`src/rtl/imem_arbiter.sv`:
```
// imem_arbiter: round-robin arbiter that shares one instruction memory among N_CORES cores.
// Each access runs IDLE -> ACCESS (MEM_LAT cycles) -> RESP; all outputs are registered.
module imem_arbiter #(
    parameter int N_CORES = 4,
    parameter int AW      = 16,
    parameter int DW      = 16,
    parameter int MEM_LAT = 1
) (
    input  logic                  clk,
    input  logic                  RESET,
    input  logic                  enable,
    input  logic [N_CORES-1:0]    req,
    input  logic [N_CORES*AW-1:0] addr_flat,
    output logic [N_CORES-1:0]    gnt,
    output logic [N_CORES-1:0]    rvalid,
    output logic [DW-1:0]         rdata,
    output logic                  mem_read,
    output logic [AW-1:0]         mem_addr,
    input  logic [DW-1:0]         mem_rdata,
    output logic                  busy
);
    localparam int PW = (N_CORES > 1) ? $clog2(N_CORES) : 1;

    typedef enum logic [1:0] {IDLE, ACCESS, RESP} state_t;

    state_t               r_state;
    logic [PW-1:0]        r_ptr;
    logic [PW-1:0]        r_win;
    logic [3:0]           r_cnt;
    logic                 r_drop;
    logic [N_CORES-1:0]   r_gnt;
    logic [N_CORES-1:0]   r_rvalid;
    logic [DW-1:0]        r_rdata;
    logic                 r_mem_read;
    logic [AW-1:0]        r_mem_addr;
    logic [PW-1:0]        w_win;
    logic [N_CORES-1:0]   w_win_oh;
    logic                 w_drop;

    // Scan from the highest offset down so the lowest offset from r_ptr wins.
    always_comb begin
        w_win = r_ptr;
        for (int k = N_CORES - 1; k >= 0; k--)
            if (req[(int'(r_ptr) + k) % N_CORES]) w_win = PW'((int'(r_ptr) + k) % N_CORES);
    end

    assign w_win_oh = N_CORES'(1) << w_win;
    // A request withdrawn at any point of the access suppresses its response.
    assign w_drop   = r_drop | ~req[r_win];

    always_ff @(posedge clk or negedge RESET) begin
        if (!RESET) begin
            r_state    <= IDLE;
            r_ptr      <= '0;
            r_win      <= '0;
            r_cnt      <= '0;
            r_drop     <= 1'b0;
            r_gnt      <= '0;
            r_rvalid   <= '0;
            r_rdata    <= '0;
            r_mem_read <= 1'b0;
            r_mem_addr <= '0;
        end else begin
            case (r_state)
                IDLE: begin
                    r_rvalid <= '0;
                    if (enable && |req) begin
                        r_state    <= ACCESS;
                        r_gnt      <= w_win_oh;
                        r_mem_read <= 1'b1;
                        r_mem_addr <= addr_flat[int'(w_win)*AW +: AW];
                        r_cnt      <= 4'(MEM_LAT - 1);
                        r_ptr      <= PW'((int'(w_win) + 1) % N_CORES);
                        r_win      <= w_win;
                        r_drop     <= 1'b0;
                    end
                end
                ACCESS: begin
                    r_drop <= w_drop;
                    if (r_cnt == 4'd0) begin
                        r_state    <= RESP;
                        r_rdata    <= mem_rdata;
                        r_mem_read <= 1'b0;
                        r_gnt      <= '0;
                        r_rvalid   <= w_drop ? '0 : r_gnt;
                    end else begin
                        r_cnt <= r_cnt - 4'd1;
                    end
                end
                RESP: begin
                    r_rvalid <= '0;
                    r_state  <= IDLE;
                end
                default: r_state <= IDLE;
            endcase
        end
    end

    assign gnt      = r_gnt;
    assign rvalid   = r_rvalid;
    assign rdata    = r_rdata;
    assign mem_read = r_mem_read;
    assign mem_addr = r_mem_addr;
    assign busy     = (r_state != IDLE);
endmodule

```
`config.mk`:
```
export PLATFORM = sky130hd
export DESIGN_NAME = imem_arbiter
export DESIGN_NICKNAME = d
export VERILOG_FILES = /design/src/rtl/imem_arbiter.sv
export SDC_FILE = /design/constraint.sdc
export NUM_CORES = 1
export LEC_CHECK = 0
export ABC_AREA = 0
export CORE_ASPECT_RATIO = 1.1
export CORE_MARGIN = 2
export CORE_UTILIZATION = 24
export DETAILED_ROUTE_END_ITERATION = 10
export SLEW_MARGIN = 15
export SYNTH_ARGS = -nofsm -noshare
export SYNTH_HDL_FRONTEND = slang
export SYNTH_SLANG_ARGS = --single-unit
```
`constraint.sdc`:
```
create_clock -name clk -period 4.31 [get_ports clk]
set_clock_uncertainty 0.05 [all_clocks]
set_input_delay 0.431 -clock clk [delete_from_list [all_inputs] [get_ports clk]]
set_output_delay 0.431 -clock clk [all_outputs]
set_load 0.1 [all_outputs]
```
==> results.py, run 1 <==
metrics = {
    "setup_path": {
        "cp-start-kind": "flop",
        "crit_path_start": "r_state[0]$_DFFE_PN0P_",
        "required_ns": 3.83,
        "worstRegToRegCells": 7,
        "cp_max_fo": 8,
        "end_kind": "primary output",
        "worstSetupPathType": "flop to primary output",
        "rrSetupSlack_ns": 1.64,
        "reg2reg_from": "r_cnt[0]$_DFFE_PN0P_",
        "cp_data_arrival_time_ns": 2.29,
        "regToRegEndpoint": "r_cnt[1]$_DFFE_PN0P_",
    },
    "timing": {
        "max_freq_mhz": 361,
        "rsz0062_at_grt": "false",
        "slew_headroom": 0.320,
        "finalSetupViolCount": 0,
        "tightest_slew_ns": 1.02,
        "fin_ws_ns": 1.54,
        "hold_viol": 0,
        "post-route-min-period_ns": 2.77,
        "setup_tns_ns": 0,
        "period_share": 0.642,
        "drv_slew": 0,
    },
    "placement": {
        "dpl.hpwl_mm": 5.53,
        "post-place-ws_ns": 1.49,
        "port_buffers": 128,
        "gp_congestion": 0.754,
    },
    "drt": {
        "drc_errors": 0,
        "wl_met2_mm": 3.96,
        "drtIter0Drc": 81,
        "via_per_inst": 4.47,
        "ant_nets": 0,
        "first_pass_iters": 6,
        "routed_wl_mm": 7.56,
        "met1_length_mm": 3.21,
        "num_vias": 2341,
        "routed.top_layer": "met4",
        "wl_met3_um": 313,
        "wl_per_cell_um": 14.4,
    },
    "clock_network": {
        "hold_buffers": 0,
        "postCtsSetupRepairBufs": 0,
        "clock_latency_ns": 0.29,
        "cts_buffer_depth": 2,
        "cts_tree": "done",
        "cts-root-buf": "clkbuf_16",
        "cts_buffers": 5,
        "clock_sinks": 52,
        "clkTransAtPathRegs_ns": 0.07,
        "post_cts_resized": 0,
        "htree_levels": 2,
    },
    "finish": {
        "mostFrequentLayoutCell": "clkdlybuf4s50_1",
        "final_cell_mix": "127 x clkdlybuf4s50_1, 73 x nand2_1, 52 x dfrtp_1",
        "nets": 465,
        "drive_gt1_frac": 0.0504,
        "diodes": 0,
        "multiInputGateArea_um2": 1190,
        "area_delta_synth_final_pct": 56.7,
        "seq_area_um2": 1300,
        "fill_cells": 1112,
    },
    "yosys": {
        "synthAdderAreaFrac": 0.00946,
        "synth-simple-area-share": 0.187,
        "synth_compound_area_frac": 0.125,
        "synthFlopType": "dfrtp_1",
        "synth_mux_area_frac": 0.123,
        "seq_area_frac_synth": 0.492,
        "synth_area_um2": 2650,
        "synth_top_family_by_area": "simple AND/OR/NAND/NOR gates",
        "async_reset_ff_frac": 1.00,
        "synth_xor_area_frac": 0.00331,
        "avgSynthCellArea_um2": 10.4,
        "synth-seq-cells": 52,
        "synth_edf_count": 0,
        "ys.warnings.count": 0,
        "syn_nets": 343,
        "ys_types": 45,
        "synth_cells": 254,
    },
    "floorplan": {
        "dieArea_um2": 11900,
        "die_w_um": 104,
        "initial_utilization": 0.245,
        "die_h_um": 114,
        "ios": 129,
        "num_rows": 40,
        "core_area_um2": 10800,
    },
    "grt": {
        "grt_pass1_vias": 2363,
        "antenna_found_initial": 0,
        "grt_max_degree": 53,
        "grt_usage": 0.124,
        "overflow": 0,
        "grt_pass1_wl_mm": 11.8,
    },
    "min_path": {
        "hp-class": "primary input to async pin",
    },
    "run": {
        "maxCapViolCount": 0,
    },
    "run_status": {
        "outcome": "complete, no violations",
    },
}
Yosys cell counts (4+ instances only):
cell type / count / area, µm²
inv_1: 5 / 18.8
o31ai_1: 5 / 37.5
a32o_1: 4 / 40.0
o221ai_1: 15 / 131
mux2i_1: 30 / 300
nor2_1: 6 / 22.5
nand3_1: 5 / 25.0
dfrtp_1: 52 / 1300
nand2_1: 73 / 274
worst max-delay path: stages (launching register included):
cell and delay [ns]:
dfrtp_1 0.48, or2_0 0.32, clkdlybuf4s50_1 1.20
state kept, by name (all words and copies together) (netlist names):
signal and cells:
mem_addr 16, rdata 16, gnt 4, r_cnt 4
rvalid 4, r_ptr 2, r_state 2, r_win 2
mem_read 1, r_drop 1
area by class of cell:
type | instances | area share
sequential | 52 | 0.314
inverter | 6 | 0.00543
clock buffer | 5 | 0.0302
clock inverter | 3 | 0.0103
multi-input combinational | 182 | 0.286
timing repair buffer | 129 | 0.310
tap | 147 | 0.0444
cells by family (layout without fill, tap and decap cells):
group	Yosys count	after routing
compound gates	41	41
xor+xnor	1	1
fa+ha+maj	2	2
buf+inv	20	143
flops	52	52
mux	31	31
simple gates	107	107
metal layers:
layer / up-vias / track usage
met5: - / 0
met4: 0 / 0.0378
met3: 5 / 0.0222
met2: 60 / 0.227
met1: 1137 / 0.149
li1: 1139 / -
stage by stage:
stage	cell area, µm²	cells	util	hold WS (ns)
global route	4150	524	0.383	0.293
finish	4150	524	0.383	0.215
floorplan	2650	254	-	0.0854
CTS	4150	524	0.383	0.250
global placement	3980	516	0.368	0.409
detailed placement	3980	516	0.368	0.414
worst max path at each step:
| stage | end | cells after the start |
|---|---|---|
| finish | busy | 2 |
| global route | r_cnt[1]$_DFFE_PN0P_ | 7 |
| CTS | busy | 2 |
| detailed placement | mem_addr[7]$_DFFE_PN0P_ | 5 |
| global placement | mem_addr[6]$_DFFE_PN0P_ | 6 |
| floorplan | mem_addr[11]$_DFFE_PN0P_ | 5 |
Power of run 1 is not shown: default switching activity piles up to over one toggle a cycle in this logic, so the estimate is an artifact.
==> inputs of run 2 (changes only) <==
==> constraint.sdc (replaced) <==
create_clock -name clk -period 2.7 [get_ports clk]
set_clock_uncertainty 0.05 [all_clocks]
set_input_delay 0.27 -clock clk [delete_from_list [all_inputs] [get_ports clk]]
set_output_delay 0.27 -clock clk [all_outputs]
set_load 0.1 [all_outputs]
==> results.py, run 2 (synthesis results as in run 1) <==
metrics = {
    "clock_network": {
        "cts_buffer_depth": 2,
        "cts-root-buf": "clkbuf_16",
        "clock_latency_ns": 0.28,
        "cts_buffers": 5,
        "clkTransAtPathRegs_ns": 0.07,
        "htree_levels": 2,
        "clock_sinks": 52,
        "cts_tree": "done",
    },
    "timing": {
        "max_freq_mhz": 449,
        "finalSetupViolCount": 0,
        "setup_tns_ns": 0,
        "hold_viol": 0,
        "slew_headroom": 0.628,
        "tightest_slew_ns": 0.558,
        "drv_slew": 0,
        "rsz0062_at_grt": "false",
        "period_share": 0.824,
        "post-route-min-period_ns": 2.23,
    },
    "finish": {
        "final_cell_mix": "85 x clkdlybuf4s50_1, 73 x nand2_1, 52 x dfrtp_1",
        "multiInputGateArea_um2": 1190,
        "nets": 472,
        "drive_gt1_frac": 0.172,
        "area_delta_synth_final_pct": 54.9,
        "mostFrequentLayoutCell": "clkdlybuf4s50_1",
        "seq_area_um2": 1300,
        "fill_cells": 1106,
        "diodes": 0,
    },
    "drt": {
        "routed_wl_mm": 7.74,
        "num_vias": 2355,
        "ant_nets": 0,
        "via_per_inst": 4.44,
        "drtIter0Drc": 74,
        "drc_errors": 0,
        "wl_per_cell_um": 14.6,
        "first_pass_iters": 4,
    },
    "setup_path": {
        "cp_max_fo": 19,
        "required_ns": 2.84,
        "worstSetupPathType": "flop to flop",
        "rrSetupSlack_ns": 0.47,
        "cp-start-kind": "flop",
        "regToRegEndpoint": "r_cnt[1]$_DFFE_PN0P_",
        "reg2reg_from": "r_cnt[0]$_DFFE_PN0P_",
        "worstRegToRegCells": 7,
        "end_kind": "flop",
        "cp_data_arrival_time_ns": 2.37,
    },
    "grt": {
        "grt_pass1_vias": 2451,
        "grt_usage": 0.127,
        "overflow": 0,
        "grt_pass1_wl_mm": 12.2,
        "antenna_found_initial": 0,
        "grt_max_degree": 35,
    },
    "placement": {
        "dpl.hpwl_mm": 5.82,
        "port_buffers": 128,
        "gp_congestion": 0.757,
    },
    "floorplan": {
        "die_w_um": 104,
        "num_rows": 40,
        "die_h_um": 114,
        "ios": 129,
        "dieArea_um2": 11900,
        "initial_utilization": 0.245,
        "core_area_um2": 10800,
    },
    "run_status": {
        "outcome": "complete, no violations",
    },
    "run": {
        "maxCapViolCount": 0,
    },
    "min_path": {
        "hp-class": "primary input to async pin",
    },
}
==> run 2: how the worst max path moves through the flow <==
stage                                 from                  endpoint  slack (ns)  depth (start not counted)
finish                r_cnt[0]$_DFFE_PN0P_      r_cnt[1]$_DFFE_PN0P_        0.47                          7
floorplan           r_state[0]$_DFFE_PN0P_  mem_addr[11]$_DFFE_PN0P_        0.17                          5
detailed placement                  req[3]  mem_addr[10]$_DFFE_PN0P_        0.21                          7
CTS                   r_cnt[0]$_DFFE_PN0P_      r_cnt[1]$_DFFE_PN0P_        0.43                          7
global route          r_cnt[0]$_DFFE_PN0P_      r_cnt[1]$_DFFE_PN0P_        0.24                          7
global placement                    req[3]   mem_addr[6]$_DFFE_PN0P_        0.27                          7
==> run 2: per-layer routing <==
layer,up-vias,track usage,share of wire
met3,11,0.0188,0.039
met2,68,0.229,0.52
li1,1155,-,-
met5,-,0,0
met1,1121,0.155,0.42
met4,0,0.0459,0.020
==> run 2: what timing repair did <==
item                      CTS  global route
hold buffers                1             0
hold endpoints to repair   18             0
buffers inserted            0             0
gates resized for setup     0             0
==> run 2: final cells by class <==
class,instances,share of cell area
sequential,52,0.318
timing repair buffer,136,0.307
clock buffer,6,0.0315
tap,147,0.0449
inverter,6,0.00550
clock inverter,2,0.00397
multi-input combinational,182,0.289
==> run 2: critical path: stages (launching register included) <==
cell,delay (ns)
dfrtp_1,0.38
inv_1,0.07
ha_1,0.21
nand2b_1,0.09
or3_1,0.47
inv_2,0.28
a211o_1,0.38
o31ai_1,0.20
==> run 2: through the flow <==
stage                     cell area, µm²  utilization  hold WS, ns  setup WS [ns]  std cells
after floorplan                     2650            -      -0.0756          0.169        254
after global placement              3940        0.365        0.198          0.272        522
after detailed placement            3940        0.365        0.210          0.211        522
after CTS                           4100        0.379        0.435          0.425        531
after global routing                4100        0.379        0.455          0.245        531
final                               4100        0.379        0.416          0.474        531
Power of run 2 is left out for the same reason.
